File: config.mk
export PLATFORM = sky130hd
export DESIGN_NAME = spi_ram_arbiter
export DESIGN_NICKNAME = d
export VERILOG_FILES = /design/src/rtl/shared_pkg.sv /design/src/rtl/spi_ram_arbiter_cmd_buffer.sv /design/src/rtl/spi_ram_arbiter.sv
export SDC_FILE = /design/constraint.sdc
export NUM_CORES = 1
export LEC_CHECK = 0
export CAP_MARGIN = 5
export CORE_ASPECT_RATIO = 1.4
export CORE_MARGIN = 5
export CORE_UTILIZATION = 25
export DETAILED_ROUTE_END_ITERATION = 12
export GPL_TIMING_DRIVEN = 0
export SYNTH_ARGS = -nofsm -noshare
export SYNTH_HDL_FRONTEND = slang
export SYNTH_SLANG_ARGS = --single-unit
export TNS_END_PERCENT = 10
File: constraint.sdc
create_clock -name i_clk -period 2.8 [get_ports i_clk]
set_clock_uncertainty 0.15 [all_clocks]
set_input_delay 0.7 -clock i_clk [delete_from_list [all_inputs] [get_ports i_clk]]
set_output_delay 0.7 -clock i_clk [all_outputs]
set_load 0.01 [all_outputs]
File: src/rtl/shared_pkg.sv
// Shared types and sizes for the SPI RAM controller and its arbiter.
// Latency: n/a (types and constants only).
// Backpressure: n/a.
//
// Contents: RAM geometry, SPI control codes, arbiter state encoding,
// grant owner type and the packed SPI command word.
package shared_pkg;

    localparam int ADDR_SIZE = 8;
    localparam int MEM_WIDTH = 8;                 // equals ADDR_SIZE: SPI payload carries either
    localparam int MEM_DEPTH = 2 ** ADDR_SIZE;

    typedef enum logic [1:0] {
        WR_ADDR = 2'b00,
        WR_DATA = 2'b01,
        RD_ADDR = 2'b10,
        RD_DATA = 2'b11
    } control_e;

    typedef enum logic [2:0] {
        ARB_IDLE = 3'd0,
        SPI_ACC  = 3'd1,
        SPI_RD   = 3'd2,
        HOST_ACC = 3'd3,
        HOST_RD  = 3'd4
    } arb_state_e;

    typedef enum logic {
        GNT_SPI  = 1'b0,
        GNT_HOST = 1'b1
    } grant_e;

    typedef struct packed {
        control_e               ctrl;
        logic [ADDR_SIZE-1:0]   payload;
    } spi_cmd_t;

    // Data commands need the RAM; address commands only update a register.
    function automatic logic is_data_cmd(input control_e c);
        return (c == WR_DATA) || (c == RD_DATA);
    endfunction

endpackage

File: src/rtl/spi_ram_arbiter_cmd_buffer.sv
// One-entry holding register for SPI commands with sticky overflow flag.
// Latency: command visible (o_full) the cycle after i_load.
// Backpressure: none upstream; a load while full and not consumed is dropped and flagged.
//
// Ports: i_load/i_cmd in, i_consume frees the entry, i_err_clr clears the
// sticky flag, o_full/o_cmd present the entry, o_err_ovf reports drops.
module spi_ram_arbiter_cmd_buffer
    import shared_pkg::*;
(
    input  logic     i_clk,
    input  logic     i_rst_n,
    input  logic     i_load,
    input  spi_cmd_t i_cmd,
    input  logic     i_consume,
    input  logic     i_err_clr,
    output logic     o_full,
    output spi_cmd_t o_cmd,
    output logic     o_err_ovf
);

    logic     r_full;
    spi_cmd_t r_cmd;
    logic     r_err_ovf;
    logic     w_accept;
    logic     w_drop;

    // A consume in the same cycle frees the slot, so the new command fits.
    assign w_accept = i_load && (!r_full || i_consume);
    assign w_drop   = i_load &&  r_full && !i_consume;

    always_ff @(posedge i_clk or negedge i_rst_n) begin
        if (!i_rst_n) begin
            r_full    <= 1'b0;
            r_cmd     <= '0;
            r_err_ovf <= 1'b0;
        end else begin
            if (w_accept) begin
                r_full <= 1'b1;
                r_cmd  <= i_cmd;
            end else if (i_consume) begin
                r_full <= 1'b0;
            end
            // Set has priority over clear so a drop is never lost.
            if (w_drop) begin
                r_err_ovf <= 1'b1;
            end else if (i_err_clr) begin
                r_err_ovf <= 1'b0;
            end
        end
    end

    assign o_full    = r_full;
    assign o_cmd     = r_cmd;
    assign o_err_ovf = r_err_ovf;

endmodule

File: src/rtl/spi_ram_arbiter.sv
// Owns the single-port RAM; decodes SPI commands and round-robins RAM access with a host port.
// Latency: SPI write hits RAM 2 cycles after rx_valid, SPI read tx_valid 4 cycles after; host gnt 1 cycle after req, rvalid 2 after gnt.
// Backpressure: host holds req until gnt; SPI has none, a 1-entry buffer drops excess commands and sets err_ovf.
//
// Ports: i_rx_data/i_rx_valid SPI commands in, o_tx_data/o_tx_valid SPI read
// data out; i_host_* request in, o_host_gnt/o_host_rdata/o_host_rvalid out;
// o_ram_* drive the RAM, i_ram_rdata returns one cycle after a read;
// o_err_ovf sticky drop flag cleared by i_err_clr.
module spi_ram_arbiter
    import shared_pkg::*;
(
    input  logic                   i_clk,
    input  logic                   i_rst_n,
    input  logic [ADDR_SIZE+1:0]   i_rx_data,
    input  logic                   i_rx_valid,
    output logic [MEM_WIDTH-1:0]   o_tx_data,
    output logic                   o_tx_valid,
    input  logic                   i_host_req,
    input  logic                   i_host_we,
    input  logic [ADDR_SIZE-1:0]   i_host_addr,
    input  logic [MEM_WIDTH-1:0]   i_host_wdata,
    output logic                   o_host_gnt,
    output logic [MEM_WIDTH-1:0]   o_host_rdata,
    output logic                   o_host_rvalid,
    output logic                   o_ram_en,
    output logic                   o_ram_we,
    output logic [ADDR_SIZE-1:0]   o_ram_addr,
    output logic [MEM_WIDTH-1:0]   o_ram_wdata,
    input  logic [MEM_WIDTH-1:0]   i_ram_rdata,
    output logic                   o_err_ovf,
    input  logic                   i_err_clr
);

    arb_state_e             r_state;
    arb_state_e             w_next_state;
    grant_e                 r_last_grant;
    logic [ADDR_SIZE-1:0]   r_wr_addr;
    logic [ADDR_SIZE-1:0]   r_rd_addr;
    logic [MEM_WIDTH-1:0]   r_tx_data;
    logic                   r_tx_valid;
    logic [MEM_WIDTH-1:0]   r_host_rdata;
    logic                   r_host_rvalid;

    spi_cmd_t               w_rx_cmd;
    spi_cmd_t               w_buf_cmd;
    logic                   w_buf_full;
    logic                   w_consume;
    logic                   w_addr_cmd;
    logic                   w_data_cmd;

    assign w_rx_cmd = spi_cmd_t'(i_rx_data);

    spi_ram_arbiter_cmd_buffer u_cmd_buf (
        .i_clk     (i_clk),
        .i_rst_n   (i_rst_n),
        .i_load    (i_rx_valid),
        .i_cmd     (w_rx_cmd),
        .i_consume (w_consume),
        .i_err_clr (i_err_clr),
        .o_full    (w_buf_full),
        .o_cmd     (w_buf_cmd),
        .o_err_ovf (o_err_ovf)
    );

    assign w_data_cmd = w_buf_full &&  is_data_cmd(w_buf_cmd.ctrl);
    assign w_addr_cmd = w_buf_full && !is_data_cmd(w_buf_cmd.ctrl);

    always_comb begin
        w_next_state = r_state;
        w_consume    = 1'b0;
        o_ram_en     = 1'b0;
        o_ram_we     = 1'b0;
        o_ram_addr   = '0;
        o_ram_wdata  = '0;
        o_host_gnt   = 1'b0;
        case (r_state)
            ARB_IDLE: begin
                // Address commands retire here without touching the RAM,
                // so the host may still be granted in the same cycle.
                if (w_addr_cmd) begin
                    w_consume = 1'b1;
                end
                if (w_data_cmd && (!i_host_req || r_last_grant == GNT_HOST)) begin
                    w_next_state = SPI_ACC;
                end else if (i_host_req) begin
                    w_next_state = HOST_ACC;
                end
            end
            SPI_ACC: begin
                o_ram_en  = 1'b1;
                w_consume = 1'b1;
                if (w_buf_cmd.ctrl == WR_DATA) begin
                    o_ram_we     = 1'b1;
                    o_ram_addr   = r_wr_addr;
                    o_ram_wdata  = w_buf_cmd.payload;
                    w_next_state = ARB_IDLE;
                end else begin
                    o_ram_addr   = r_rd_addr;
                    w_next_state = SPI_RD;
                end
            end
            SPI_RD: begin
                w_next_state = ARB_IDLE;
            end
            HOST_ACC: begin
                o_ram_en     = 1'b1;
                o_host_gnt   = 1'b1;
                o_ram_we     = i_host_we;
                o_ram_addr   = i_host_addr;
                o_ram_wdata  = i_host_wdata;
                w_next_state = i_host_we ? ARB_IDLE : HOST_RD;
            end
            HOST_RD: begin
                w_next_state = ARB_IDLE;
            end
            default: begin
                w_next_state = ARB_IDLE;
            end
        endcase
    end

    always_ff @(posedge i_clk or negedge i_rst_n) begin
        if (!i_rst_n) begin
            r_state      <= ARB_IDLE;
            r_last_grant <= GNT_HOST;
        end else begin
            r_state <= w_next_state;
            if (r_state == ARB_IDLE && w_next_state == SPI_ACC) begin
                r_last_grant <= GNT_SPI;
            end else if (r_state == ARB_IDLE && w_next_state == HOST_ACC) begin
                r_last_grant <= GNT_HOST;
            end
        end
    end

    always_ff @(posedge i_clk or negedge i_rst_n) begin
        if (!i_rst_n) begin
            r_wr_addr <= '0;
            r_rd_addr <= '0;
        end else if (r_state == ARB_IDLE && w_addr_cmd) begin
            if (w_buf_cmd.ctrl == WR_ADDR) begin
                r_wr_addr <= w_buf_cmd.payload;
            end else begin
                r_rd_addr <= w_buf_cmd.payload;
            end
        end
    end

    // Read data is captured in the cycle after the RAM read strobe and
    // presented with a one-cycle valid pulse.
    always_ff @(posedge i_clk or negedge i_rst_n) begin
        if (!i_rst_n) begin
            r_tx_data     <= '0;
            r_tx_valid    <= 1'b0;
            r_host_rdata  <= '0;
            r_host_rvalid <= 1'b0;
        end else begin
            r_tx_valid    <= (r_state == SPI_RD);
            r_host_rvalid <= (r_state == HOST_RD);
            if (r_state == SPI_RD) begin
                r_tx_data <= i_ram_rdata;
            end
            if (r_state == HOST_RD) begin
                r_host_rdata <= i_ram_rdata;
            end
        end
    end

    assign o_tx_data     = r_tx_data;
    assign o_tx_valid    = r_tx_valid;
    assign o_host_rdata  = r_host_rdata;
    assign o_host_rvalid = r_host_rvalid;

endmodule

==> run_results.csv, run 1 <==
group,metric,value,unit
outcome,status,"completed",
timing,slew_violations,0,
cts,clockBufferDepth,2,
placement,place_ws,-0.02923,ns
synthesis,synthArstFlopShare,100.0,%
timing,fmax,365.6,MHz
critical_path,path_cells,"buf_4 > nand2b_4 > and2b_1 > buf_6 > buf_8 > a22o_1 > dlygate4sd2_1",
critical_path,crit_type,"reg -> out",
layout,regArea,1255,um2
timing,rsz0062_at_grt,"no",
layout,multi_input_area,983.4,um2
routing,firstDrtPassIters,4,
routing,drtIter0Drc,63,
critical_path,critPathMaxStageDelay,0.36,ns
global_route,grt_max_degree,40,
pwr,seq_power_share,36.4,%
routing,vias,1780,
timing,fin_crit_sh,97.68,%
timing,hold_viol_final,0,
layout,fin_nets,317,
critical_path,arrival,1.89,ns
critical_path,cp_max_fo,10,
timing,hold_ws,0.1568,ns
synthesis,synth_top_area_share,52.35,%
pwr,comb_power_share,47.8,%
cts,cts_buffers,5,
die,start_util,25.80,%
pwr,pwr-share-clk,15.8,%
timing,setup_viol,0,
synthesis,synth_cell_types,34,
timing,timing.final.ws_setup,0.06485,ns
synthesis,ys_ff_latch,50,
synthesis,synth.area.top_cells,"dfrtp_1 52%, mux2_2 15%, o211ai_1 5.8%, a221o_1 3.4%, a22o_1 3.4%",
die,die_y,124.5,um
synthesis,avgSynthCellArea,12.46,um2
synthesis,synth_ff_type,"dfrtp_1",
cts,cts-root-buf,"clkbuf_16",
cts,cts_tree,"built",
synthesis,synthCells,188,
placement,dp_hpwl,4.566,mm
layout,final_common_cell,"clkdlybuf4s50_1",
synthesis,synth_edf_count,0,
routing,wl,6.104,mm
synthesis,synth_fp_nets,228,
timing,finalCriticalPeriod,2.735,ns
layout,fillers,882,
pwr,power-per-cell-area,1056,nW/um2
global_route,grt_util_all_layers,10.84,%
die,core_area,9080,um2
routing,drcViolationCount,0,
die,core.rowCount,41,
die,die-area,11430,um2
die,ios,78,
cts,htree_levels,2,
cts,insertion_delay,0.28,ns
layout,layout_common_cells,"59 x clkdlybuf4s50_1, 47 x dfrtp_1, 31 x mux2_2",
min_path,hold_path_class,"in -> async",
critical_path,startpoint_type,"flop",
global_route,antenna_found_initial,0,
routing,wire_per_inst,15.85,um
global_route,grt_pass1_vias,1954,
pwr,swShare,33.53,%
pwr,p_leak,1.511,nW
synthesis,ys_warn_count,0,
cts,clock_sinks,50,
synthesis,seq_area_frac_synth,53.47,%
routing,via_per_inst,4.623,
routing,ant_nets,0,
layout,diodes,0,
critical_path,cp-end-kind,"output pin",
run,drv_cap,0,
timing,worstMarginPinSlew,0.5089,ns
layout,layout-drive-gt1-share,23.74,%
placement,portBuffers,77,
critical_path,required,1.95,ns
synthesis,yosysTopAreaCell,"dfrtp_1",
synthesis,syn_area,2342,um2
die,fp.dieW,91.81,um
pwr,ir_drop,0.4277,mV
cts,cts_hold_buf,0,
pwr,p_switching,1.216,mW
critical_path,slowest_stage,"dfrtp_1",
placement,routabilityCongestion,0.7603,
global_route,grt_pass1_wl,9.970,mm
pwr,p_int,2.410,mW
timing,maxSlewHeadroom,66.08,%
cts,path_clk_slew,0.06,ns
layout,area_delta_synth_final,46.63,%
global_route,grt_overflow_total,0,
critical_path,ff2ff_path_depth,5,
-- routing by layer --
metal | part of all wire, % | GRT usage, %
met1 | 41 | 12.61
met2 | 51 | 18.81
met3 | 7.4 | 3.927
met4 | 0.97 | 2.625
met5 | 0 | 0
-- Yosys cell counts, types with 2 or more instances --
cell type and n:
dfrtp_1 49, a21oi_1 5, clkbuf_1 4, a22o_1 9, o211ai_1 18, buf_2 4
buf_6 5, buf_4 2, and3_1 8, nor2b_1 4, mux2_2 31, a221o_1 8
nor3b_1 3, nand2_1 18
-- path summary, 6_finish.rpt --
| path | startpoint | to | slack (ns) |
|---|---|---|---|
| worst min-delay path | i_rst_n | o_host_rdata[1] | 0.16 |
| worst max-delay path | u_cmd_buf.o_cmd[8] | o_ram_wdata[4] | 0.06 |
| worst min register to register | r_rd_addr[5] | r_rd_addr[5] | 0.33 |
| worst max register to register | r_state[0] | r_rd_addr[0] | 0.95 |
| min in group i_clk | r_rd_addr[5] | r_rd_addr[5] | 0.33 |
| max in group asynchronous | i_rst_n | r_last_grant | 1.78 |
-- metrics by stage --
stage | utilization [%] | total power [mW] | cells | instance area, um2 | TNS, ns
after floorplan | - | 2.324 | 188 | 2342 | 0
after global placement | 35.76 | 3.072 | 372 | 3247 | -33.41
after detailed placement | 35.92 | 3.116 | 373 | 3262 | -0.05168
after CTS | 37.45 | 3.666 | 381 | 3401 | 0
after global routing | 37.83 | 3.879 | 385 | 3435 | 0
final | 37.83 | 3.626 | 385 | 3435 | 0
-- kinds of logic (layout without fill, tap and decap cells) --
family / Yosys count / after routing / share of synthesized area (%)
mux: 32 / 32 / 15.38
buf+inv: 17 / 107 / 4.860
compound gates: 45 / 45 / 15.28
simple gates: 44 / 44 / 11.00
flops: 50 / 50 / 53.47
-- cell type report --
| type | count | area share, % |
|---|---|---|
| repair buffers | 82 | 23.06 |
| well taps | 107 | 3.898 |
| flip-flops and latches | 50 | 36.54 |
| multi-input cells | 121 | 28.63 |
| plain buffers | 15 | 3.607 |
| clock buffers | 6 | 3.752 |
| clock inverters | 2 | 0.2914 |
| inverters | 2 | 0.2186 |
-- what timing repair did --
item                                   4_1_cts  5_1_grt
endpoints found under the hold margin        0        0
setup endpoints to repair                   18        2
gates resized for setup                     29        2
buffers inserted                             0        4
-- worst max-delay path, delay by kind of cell (launching register included) --
| kind | cells | cell delay (ns) |
|---|---|---|
| DFF | 1 | 0.36 |
| and+or+nand+nor | 2 | 0.34 |
| AOI/OAI and AO/OA | 1 | 0.17 |
| buffers and inverters | 4 | 0.73 |
-- registers in the layout, indices dropped and copies added (netlist names) --
| signal | cells |
|---|---|
| o_tx_valid | 1 |
| o_tx_data | 8 |
| r_rd_addr | 8 |
| u_cmd_buf.o_cmd | 10 |
| r_last_grant | 1 |
| o_host_rvalid | 1 |
| u_cmd_buf.o_err_ovf | 1 |
| o_host_rdata | 8 |
| r_state | 3 |
| u_cmd_buf.o_full | 1 |
| r_wr_addr | 8 |
-- power groups by stage --
stage	clock [mW]	combinational [mW]	sequential [mW]
4_1_cts	0.599	1.73	1.33
3_5_place_dp	0	1.78	1.34
3_3_place_gp	0	1.75	1.32
2_1_floorplan	0	0.982	1.34
6_report	0.573	1.73	1.32
5_1_grt	0.622	1.88	1.38
No activity file was read; power rests on OpenSTA's default activity.
==> run 2, diff against run 1 <==
Clock period 2.8 ns to 3.5 ns, I/O delays scaled along.
==> run 2 against run 1 <==
  * Sequential share of layout area up 0.29 points
  * Via count down 1.1%
  * Critical path type unchanged
  * Global-route usage down 0.077 points
  * Cell count down 1.0%
  * Hold slack better by 0.17 ns
  * Critical path depth down 2
  * Largest power group unchanged
  * Non-clock buffer count down 4
  * Setup slack better by 0.12 ns
==> run_results.csv, run 2 (synthesized netlist as in run 1, its figures left out) <==
group,metric,value,unit
die,fp.dieW,91.81,um
die,core.rowCount,41,
critical_path,arrival,2.29,ns
cts,path_clk_slew,0.06,ns
cts,clock_sinks,50,
cts,ctsResizeCount,0,
global_route,grt_pass1_vias,1941,
timing,timing.final.ws_setup,0.1846,ns
timing,hold_viol_final,0,
routing,drcViolationCount,0,
timing,fin_tns_setup,0,ns
layout,fillers,880,
placement,placedInstanceArea,3262,um2
routing,drtIter0Drc,57,
layout,layout-drive-gt1-share,20.44,%
global_route,antenna_found_initial,0,
timing,fin_crit_sh,94.73,%
cts,cts_hold_buf,0,
timing,setup_viol,0,
timing,fmax,301.6,MHz
cts,cts-root-buf,"clkbuf_16",
placement,place_ws,0.3915,ns
cts,htree_levels,2,
pwr,p_leak,1.417,nW
outcome,status,"completed",
critical_path,crit_type,"reg -> out",
cts,insertion_delay,0.28,ns
routing,wire_per_inst,15.88,um
timing,rsz0062_at_grt,"no",
global_route,grt_overflow_total,0,
pwr,power-per-cell-area,856.6,nW/um2
global_route,grt_max_degree,40,
placement,portBuffers,77,
layout,fin_nets,313,
layout,largest_reg_flops,10,
routing,via_per_inst,4.619,
critical_path,startpoint_type,"flop",
layout,final_util,37.45,%
cts,clockBufferDepth,2,
global_route,grt_util_all_layers,10.76,%
die,die-area,11430,um2
routing,firstDrtPassIters,4,
die,core_area,9080,um2
layout,diodes,0,
global_route,grt_pass1_wl,9.908,mm
routing,ant_nets,0,
die,ios,78,
cts,cts_buffers,5,
placement,routabilityCongestion,0.7603,
critical_path,cp-end-kind,"output pin",
timing,maxSlewHeadroom,65.87,%
layout,multi_input_area,975.9,um2
timing,worstMarginPinSlew,0.5119,ns
layout,area_delta_synth_final,45.19,%
cts,cts_tree,"built",
cts,cts_setup_buffers,0,
critical_path,cp_max_fo,10,
critical_path,required,2.47,ns
run,drv_cap,0,
die,start_util,25.80,%
layout,design_area,3401,um2
layout,layout_common_cells,"76 x clkdlybuf4s50_1, 49 x dfrtp_1, 31 x mux2_2",
timing,slew_violations,0,
routing,wl,6.051,mm
layout,stdcell_count,381,
placement,dp_hpwl,4.566,mm
layout,regArea,1252,um2
pwr,ir_drop,0.3422,mV
min_path,hold_path_class,"in -> async",
placement,dp_cells,373,
layout,final_common_cell,"clkdlybuf4s50_1",
routing,vias,1760,
timing,finalCriticalPeriod,3.315,ns
die,die_y,124.5,um
## run 2: changes by cell type in the layout (fill, tap and decap cells not counted), sizes merged
cell and change:
buf -5, dlygate4sd2 -15, clkdlybuf4s15 -1, clkdlybuf4s50 +17
## run 2: area by class of cell
type | count | share of cell area, %
well taps | 107 | 3.937
multi-input cells | 121 | 28.70
repair buffers | 78 | 23.11
clock inverters | 2 | 0.2943
flip-flops and latches | 50 | 36.83
plain buffers | 15 | 3.127
inverters | 2 | 0.2208
clock buffers | 6 | 3.790
## run 2: worst max-delay path: stages (launching register included)
cell and delay (ns):
dfrtp_1 0.46, nor3b_1 0.26, clkbuf_1 0.41, and3_1 0.22, a221o_1 0.10, clkdlybuf4s50_1 0.54
## run 2: metal layers
metal / track usage, % / share of wire, % / vias up
met2: 18.60 / 51 / 56
met3: 3.867 / 7.2 / 2
li1: - / - / 865
met4: 2.625 / 0.53 / 0
met5: 0 / 0 / -
met1: 12.60 / 41 / 837
## run 2: final timing paths
check                                   from         endpoint  slack, ns  cells after the start
worst max-delay path              r_state[1]    o_ram_addr[0]       0.18                      5
worst min-delay path                 i_rst_n  o_host_rdata[1]       0.33                      1
worst max register to register    r_state[1]     r_rd_addr[0]       1.71                      4
worst min register to register  r_rd_addr[5]     r_rd_addr[5]       0.33                      1
max in group asynchronous            i_rst_n     r_last_grant       2.31                      2
min in group i_clk              r_rd_addr[5]     r_rd_addr[5]       0.33                      1
## run 2: report_power, final
part / switching [mW] / leakage (nW) / internal (mW)
clock: 0.193 / 0.0706 / 0.263
combinational: 0.581 / 0.744 / 0.818
sequential: 0.192 / 0.602 / 0.867
## run 2: per-stage QoR
step                hold WS, ns  total power [mW]
floorplan                0.2990             1.859
global placement         0.3099             2.457
detailed placement       0.3157             2.493
CTS                      0.3293             2.969
global route             0.3350             3.114
finish                   0.3300             2.913
